$ cat config.mk
export PLATFORM = sky130hd
export DESIGN_NAME = execute_alu
export DESIGN_NICKNAME = d
export VERILOG_FILES = /design/src/rtl/execute_alu_pkg.sv /design/src/rtl/alu_divider.sv /design/src/rtl/execute_alu.sv
export SDC_FILE = /design/constraint.sdc
export NUM_CORES = 2
export LEC_CHECK = 0
export CAP_MARGIN = 5
export CORE_ASPECT_RATIO = 0.9
export CORE_UTILIZATION = 30
export CTS_CLUSTER_SIZE = 12
export DETAILED_ROUTE_END_ITERATION = 16
export HOLD_SLACK_MARGIN = 0.03
export PLACE_DENSITY = 0.5
export SYNTH_ARGS = -nofsm -noshare
export SYNTH_HDL_FRONTEND = slang
export SYNTH_HIERARCHICAL = 1
export SYNTH_SLANG_ARGS = --single-unit
$ cat constraint.sdc
create_clock -name clk -period 8.4 [get_ports clk]
set_clock_uncertainty 0.05 [all_clocks]
set_input_delay 1.26 -clock clk [delete_from_list [all_inputs] [get_ports clk]]
set_output_delay 1.26 -clock clk [all_outputs]
set_load 0.005 [all_outputs]
$ cat src/rtl/execute_alu_pkg.sv
// execute_alu_pkg: shared ALUOP encodings, FSM states, iteration count and single-cycle op helper
package execute_alu_pkg;

    typedef enum logic [4:0] {
        ALUOP_ADD = 5'd0,
        ALUOP_SUB = 5'd1,
        ALUOP_AND = 5'd2,
        ALUOP_OR  = 5'd3,
        ALUOP_XOR = 5'd4,
        ALUOP_NOR = 5'd5,
        ALUOP_SLT = 5'd6,
        ALUOP_SLL = 5'd7,
        ALUOP_SRL = 5'd8,
        ALUOP_SRA = 5'd9,
        ALUOP_LUI = 5'd10,
        ALUOP_MOV = 5'd11,
        ALUOP_BEQ = 5'd12,
        ALUOP_BNE = 5'd13,
        ALUOP_MUL = 5'd14,
        ALUOP_DIV = 5'd15
    } aluop_e;

    typedef enum logic [1:0] {
        S_IDLE = 2'd0,
        S_MUL  = 2'd1,
        S_DIV  = 2'd2,
        S_DONE = 2'd3
    } state_e;

    localparam int unsigned ITER_N    = 32;
    localparam logic [4:0]  ITER_LAST = 5'(ITER_N - 1);

    // Undefined codes, MUL and DIV fall to 0 here; the top routes MUL/DIV elsewhere.
    function automatic logic [31:0] single_op(input logic [4:0] op, input logic [31:0] a,
                                              input logic [31:0] b, input logic [4:0] sh);
        case (op)
            ALUOP_ADD: return a + b;
            ALUOP_SUB: return a - b;
            ALUOP_AND: return a & b;
            ALUOP_OR:  return a | b;
            ALUOP_XOR: return a ^ b;
            ALUOP_NOR: return ~(a | b);
            ALUOP_SLT: return {31'd0, $signed(a) < $signed(b)};
            ALUOP_SLL: return b << sh;
            ALUOP_SRL: return b >> sh;
            ALUOP_SRA: return $unsigned($signed(b) >>> sh);
            ALUOP_LUI: return {b[15:0], 16'd0};
            ALUOP_MOV: return b;
            ALUOP_BEQ: return {31'd0, a == b};
            ALUOP_BNE: return {31'd0, a != b};
            default:   return '0;
        endcase
    endfunction

endpackage

$ cat src/rtl/alu_divider.sv
// alu_divider: 32-iteration restoring signed divider, quotient truncates toward zero, remainder takes sign of dividend
module alu_divider
    import execute_alu_pkg::*;
(
    input  logic        clk,
    input  logic        rst_n,
    input  logic        start_i,
    input  logic        abort_i,
    input  logic [31:0] dividend_i,
    input  logic [31:0] divisor_i,
    output logic        done_o,
    output logic [31:0] quotient_o,
    output logic [31:0] remainder_o
);

    logic        running_q;
    logic [4:0]  cnt_q;
    logic [31:0] rem_q, quo_q, dvs_q;
    logic        negq_q, negr_q;
    logic [32:0] shifted, diff;
    logic [31:0] rem_n, quo_n;

    // Magnitudes are divided unsigned; 0x80000000 stays representable as an unsigned magnitude.
    always_comb begin
        shifted = {rem_q, quo_q[31]};
        diff    = shifted - {1'b0, dvs_q};
        rem_n   = diff[32] ? shifted[31:0] : diff[31:0];
        quo_n   = {quo_q[30:0], ~diff[32]};
    end

    assign done_o      = running_q && cnt_q == ITER_LAST;
    assign quotient_o  = negq_q ? -quo_n : quo_n;
    assign remainder_o = negr_q ? -rem_n : rem_n;

    always_ff @(posedge clk or negedge rst_n) begin
        if (!rst_n) begin
            running_q <= 1'b0;
            cnt_q     <= '0;
            rem_q     <= '0;
            quo_q     <= '0;
            dvs_q     <= '0;
            negq_q    <= 1'b0;
            negr_q    <= 1'b0;
        end else if (abort_i) begin
            running_q <= 1'b0;
        end else if (start_i) begin
            running_q <= 1'b1;
            cnt_q     <= '0;
            rem_q     <= '0;
            quo_q     <= dividend_i[31] ? -dividend_i : dividend_i;
            dvs_q     <= divisor_i[31] ? -divisor_i : divisor_i;
            negq_q    <= dividend_i[31] ^ divisor_i[31];
            negr_q    <= dividend_i[31];
        end else if (running_q) begin
            rem_q     <= rem_n;
            quo_q     <= quo_n;
            cnt_q     <= cnt_q + 5'd1;
            running_q <= !done_o;
        end
    end

endmodule

$ cat src/rtl/execute_alu.sv
// execute_alu: multi-cycle execute ALU (1-cycle ops, shift-add MUL, restoring DIV); ALU_FAST_MUL_EN selects a combinational multiplier
module execute_alu
    import execute_alu_pkg::*;
(
    input  logic        clk,
    input  logic        rst_n,
    input  logic        start,
    input  logic        flush,
    input  logic [4:0]  aluop,
    input  logic [31:0] a,
    input  logic [31:0] b,
    input  logic [4:0]  shamt,
    output logic        busy,
    output logic        done,
    output logic [31:0] result,
    output logic [31:0] hi,
    output logic        zero
);

    state_e      state_q, state_d;
    logic [31:0] result_q, result_d, hi_q, hi_d;
    logic [63:0] mcand_q, mcand_d, acc_q, acc_d;
    logic [31:0] mplier_q, mplier_d;
    logic [4:0]  cnt_q, cnt_d;
    logic [63:0] prod, sc_word, addend, mul_acc;
    logic        is_mul, is_div, div_done;
    logic [31:0] div_quo, div_rem;

`ifdef ALU_FAST_MUL_EN
    localparam bit FAST_MUL = 1'b1;
    assign prod = {{32{a[31]}}, a} * {{32{b[31]}}, b};
`else
    localparam bit FAST_MUL = 1'b0;
    assign prod = '0;
`endif

    assign is_mul  = aluop == ALUOP_MUL;
    assign is_div  = aluop == ALUOP_DIV && b != '0;
    assign sc_word = aluop == ALUOP_DIV ? {a, 32'hFFFF_FFFF}
                   : is_mul ? prod : {32'd0, single_op(aluop, a, b, shamt)};

    // Bit 31 of the multiplier carries negative weight, giving a signed product without sign fix-up.
    assign addend  = mplier_q[0] ? mcand_q : '0;
    assign mul_acc = cnt_q == ITER_LAST ? acc_q - addend : acc_q + addend;

    alu_divider u_div (
        .clk         (clk),
        .rst_n       (rst_n),
        .start_i     (state_q == S_IDLE && start && !flush && is_div),
        .abort_i     (flush),
        .dividend_i  (a),
        .divisor_i   (b),
        .done_o      (div_done),
        .quotient_o  (div_quo),
        .remainder_o (div_rem)
    );

    always_comb begin
        state_d  = state_q;
        result_d = result_q;
        hi_d     = hi_q;
        mcand_d  = mcand_q;
        mplier_d = mplier_q;
        acc_d    = acc_q;
        cnt_d    = cnt_q;
        case (state_q)
            S_IDLE: if (start) begin
                state_d  = is_div ? S_DIV : (is_mul && !FAST_MUL) ? S_MUL : S_DONE;
                if (state_d == S_DONE) {hi_d, result_d} = sc_word;
                mcand_d  = {{32{a[31]}}, a};
                mplier_d = b;
                acc_d    = '0;
                cnt_d    = '0;
            end
            S_MUL: begin
                acc_d    = mul_acc;
                mcand_d  = mcand_q << 1;
                mplier_d = mplier_q >> 1;
                cnt_d    = cnt_q + 5'd1;
                if (cnt_q == ITER_LAST) begin
                    state_d          = S_DONE;
                    {hi_d, result_d} = mul_acc;
                end
            end
            S_DIV: if (div_done) begin
                state_d  = S_DONE;
                result_d = div_quo;
                hi_d     = div_rem;
            end
            default: state_d = S_IDLE;
        endcase
        if (flush) begin
            state_d  = S_IDLE;
            result_d = result_q;
            hi_d     = hi_q;
        end
    end

    always_ff @(posedge clk or negedge rst_n) begin
        if (!rst_n) begin
            state_q  <= S_IDLE;
            result_q <= '0;
            hi_q     <= '0;
            mcand_q  <= '0;
            mplier_q <= '0;
            acc_q    <= '0;
            cnt_q    <= '0;
        end else begin
            state_q  <= state_d;
            result_q <= result_d;
            hi_q     <= hi_d;
            mcand_q  <= mcand_d;
            mplier_q <= mplier_d;
            acc_q    <= acc_d;
            cnt_q    <= cnt_d;
        end
    end

    assign busy   = state_q != S_IDLE;
    assign done   = state_q == S_DONE;
    assign result = result_q;
    assign hi     = hi_q;
    assign zero   = result_q == '0;

endmodule

==> qor.csv <==
stage,metric,value,unit
clock_network,cts_made_buffers,46,
timing,setup_viol,0,
timing,rsz0062_at_grt,false,
worst_setup_path,cpMostUsedCell,a21oi_1,
clock_network,insertion_delay,0.62,ns
global_route,overflow,0,
synthesis,yosysWarnings,6,
drt,viasPerCell,5.94,
layout,nFillCells,12300,
synthesis,synthCells,4530,
synthesis,synth.cell_area,35000,um^2
synthesis,syn_avg_cell_area,7.72,um^2
place,placed_cell_area,37800,um^2
clock_network,post_cts_buffers,0,
timing,min_period,6.26,ns
synthesis,synth_top_cell_area_share,24.0,%
worst_setup_path,crit_chain,buf_4 > o21ai_0 > and2_1 > nor2_1 > or2_2 > o211ai_1 > ha_1 > o211ai_1 > a21oi_1 > o21ai_0 > o31ai_2 > a21oi_1 > o31ai_2 > a21oi_1 > xnor2_1 > a221oi_1 > o31ai_1,
synthesis,ys_seq_elements,335,
synthesis,synth_area_leaders,"dfrtp_1 24%, ha_1 7.3%, nand2_1 6.4%, o21ai_0 6.3%, a21oi_1 6.0%",
pwr,irDropWorstVdd,0.166,mV
synthesis,async_reset_ff_share,100,%
outcome,outcome,"complete, no violations",
worst_setup_path,cpPeakStageDelay,0.66,ns
drt,wirelength,163000,um
pwr,power_density,309,nW/um^2
place,place_inst,5992,
drt,ant_nets,0,
synthesis,syn_nets,4816,
synthesis,yosys.area.top_type,dfrtp_1,
synthesis,synth_ff_type,dfrtp_1,
place,place.gp.congestion,1.02,
global_route,antenna_found_initial,12,
die,core,115000,um^2
clock_network,path_clk_slew,0.06,ns
place,dp_hpwl,122000,um
synthesis,synth-edff-count,0,
clock_network,post_cts_resize_count,0,
worst_setup_path,critPathBufInv,1,
timing,tightest_slew,1.29,ns
layout,fin_cells,6079,
global_route,grt_pass1_vias,33300,
timing,timing.final.ws_setup,2.14,ns
place,place_ws,2.26,ns
clock_network,ctsHoldBuffers,0,
worst_setup_path,cp_data_arrival_time,6.73,ns
place,buffer_ports.inserted,144,
global_route,grt.total_usage,26.9,%
worst_setup_path,worstPathRequired,8.87,ns
die,die_h,326,um
global_route,grt_max_degree,218,
worst_hold_path,holdCritPathClass,flop to flop,
layout,drive_gt1_share,7.99,%
die,top_level_ports,145,
job,drv_cap,0,
timing,holdWs,0.426,ns
clock_network,cts_root_buffer,clkbuf_16,
layout,fin_util,34.2,%
drt,first_iter_violations,3985,
layout,ff_latch_area,8390,um^2
layout,nets,4766,
timing,finalCritPeriodShare,74.5,%
clock_network,htreeDepth,2,
timing,hold_violations,0,
layout,multi_input_area,24600,um^2
drt,vias,36100,
timing,drv_slew,0,
clock_network,cts_tree,built,
synthesis,ys_seq_area_share,24.0,%
worst_setup_path,cp-end-kind,flop,
worst_setup_path,cp-start-kind,flop,
die,die_width,362,um
global_route,grt_pass1_wl,238000,um
layout,final_cell_area,39400,um^2
worst_setup_path,crit_fanout,80,
worst_setup_path,crit_family,compound AO/OA/AOI/OAI gates,
drt,drc,0,
clock_network,clockBufferDepth,3,
die,rows,118,
pwr,p_leak,16.2,nW
die,die_area,118000,um^2
drt,wl_per_cell,26.9,um
die,initial_core_util,30.3,%
synthesis,ys_types,109,
timing,final.setup.tns,0,ns
clock_network,clock_sinks,335,
worst_setup_path,path_class,flop to flop,
layout,area_growth,12.8,%
pwr,finalPower,12.2,mW
drt,firstDrtPassIters,6,
timing,slew_headroom,11.5,%
worst_setup_path,slowest_stage,buf_4,
timing,max_freq,0.160,GHz
==> cell families after synthesis <==
kind of cell               after synthesis  synth area share [%]
xor gates and xnor gates               264                  6.61
adders and majority gates              208                  7.53
buffers and inverters                  531                  6.02
muxes                                  243                  9.23
AOI/OAI and AO/OA                     1526                  28.0
DFF                                    335                  24.0
and+or+nand+nor                       1423                  18.6
==> synthesized netlist by cell type, types with 105 or more instances <==
cell type  count
inv_1        176
nor2_1       320
o21ai_0      440
mux2i_1      167
xnor2_1      117
clkbuf_1     265
xor2_1       147
nand2_1      596
a21oi_1      418
ha_1         204
nand3_1      105
dfrtp_1      335
==> area by class of cell <==
cell class,instances,share of cell area (%)
antenna,3,0.0190
clock buffer,69,3.52
clock inverter,15,0.482
inverter,181,1.72
multi-input combinational,3664,62.3
sequential,335,21.3
tap,1560,4.95
timing repair buffer,252,5.71
==> flip-flops by register name, summed over array words and instances, names as in the netlist, 2 cells and up <==
register     flops
acc_q           64
u_div/rem_q     32
mplier_q        32
u_div/cnt_q      5
u_div/quo_q     32
mcand_q         64
cnt_q            5
result          32
state_q          2
hi              32
u_div/dvs_q     32
==> per-layer routing <==
| layer | wire (um) | share of wire [%] | GRT usage, % | vias to the layer above |
|---|---|---|---|---|
| li1 | - | - | - | 16500 |
| met1 | 75200 | 46 | 39.6 | 17700 |
| met2 | 69400 | 42 | 39.9 | 1631 |
| met3 | 12500 | 7.7 | 3.83 | 278 |
| met4 | 6120 | 3.7 | 9.17 | 6 |
| met5 | 38 | 0.023 | 0 | - |
==> worst register-to-register path, delay by kind of cell, from the launching register on <==
family          cells  cell delay (ns)
compound gates     11             2.91
simple gates        3             0.97
buf+inv             1             0.68
flops               1             0.61
xor+xnor            1             0.52
fa+ha+maj           1             0.41
==> placed cells by master, fill, tap and decap left out, types with 96 or more instances in the layout <==
master           count
a21oi_1            418
buf_4              108
clkdlybuf4s50_1    136
dfrtp_1            334
ha_1               200
inv_1              176
mux2i_1            167
nand2_1            595
nand3_1            105
nor2_1             316
nor3_1              96
o21ai_0            438
xnor2_1            117
xor2_1             147
==> where the power goes <==
group | switching, mW | internal, mW
clock | 0.864 | 1.24
combinational | 4.76 | 2.51
sequential | 0.698 | 2.11
==> path summary, 6_finish.rpt <==
kind                        startpoint              end  slack (ns)  cells past startpoint
min                          acc_q[51]        acc_q[51]        0.43                      2
min in group asynchronous        rst_n  u_div/rem_q[27]        0.53                      1
min reg2reg                  acc_q[51]        acc_q[51]        0.43                      2
max in group asynchronous        rst_n   u_div/rem_q[5]        6.30                      2
max reg2reg                mplier_q[0]            hi[0]        2.14                     17
max                        mplier_q[0]            hi[0]        2.14                     17
Note: power is estimated with default switching activity, not from simulation.
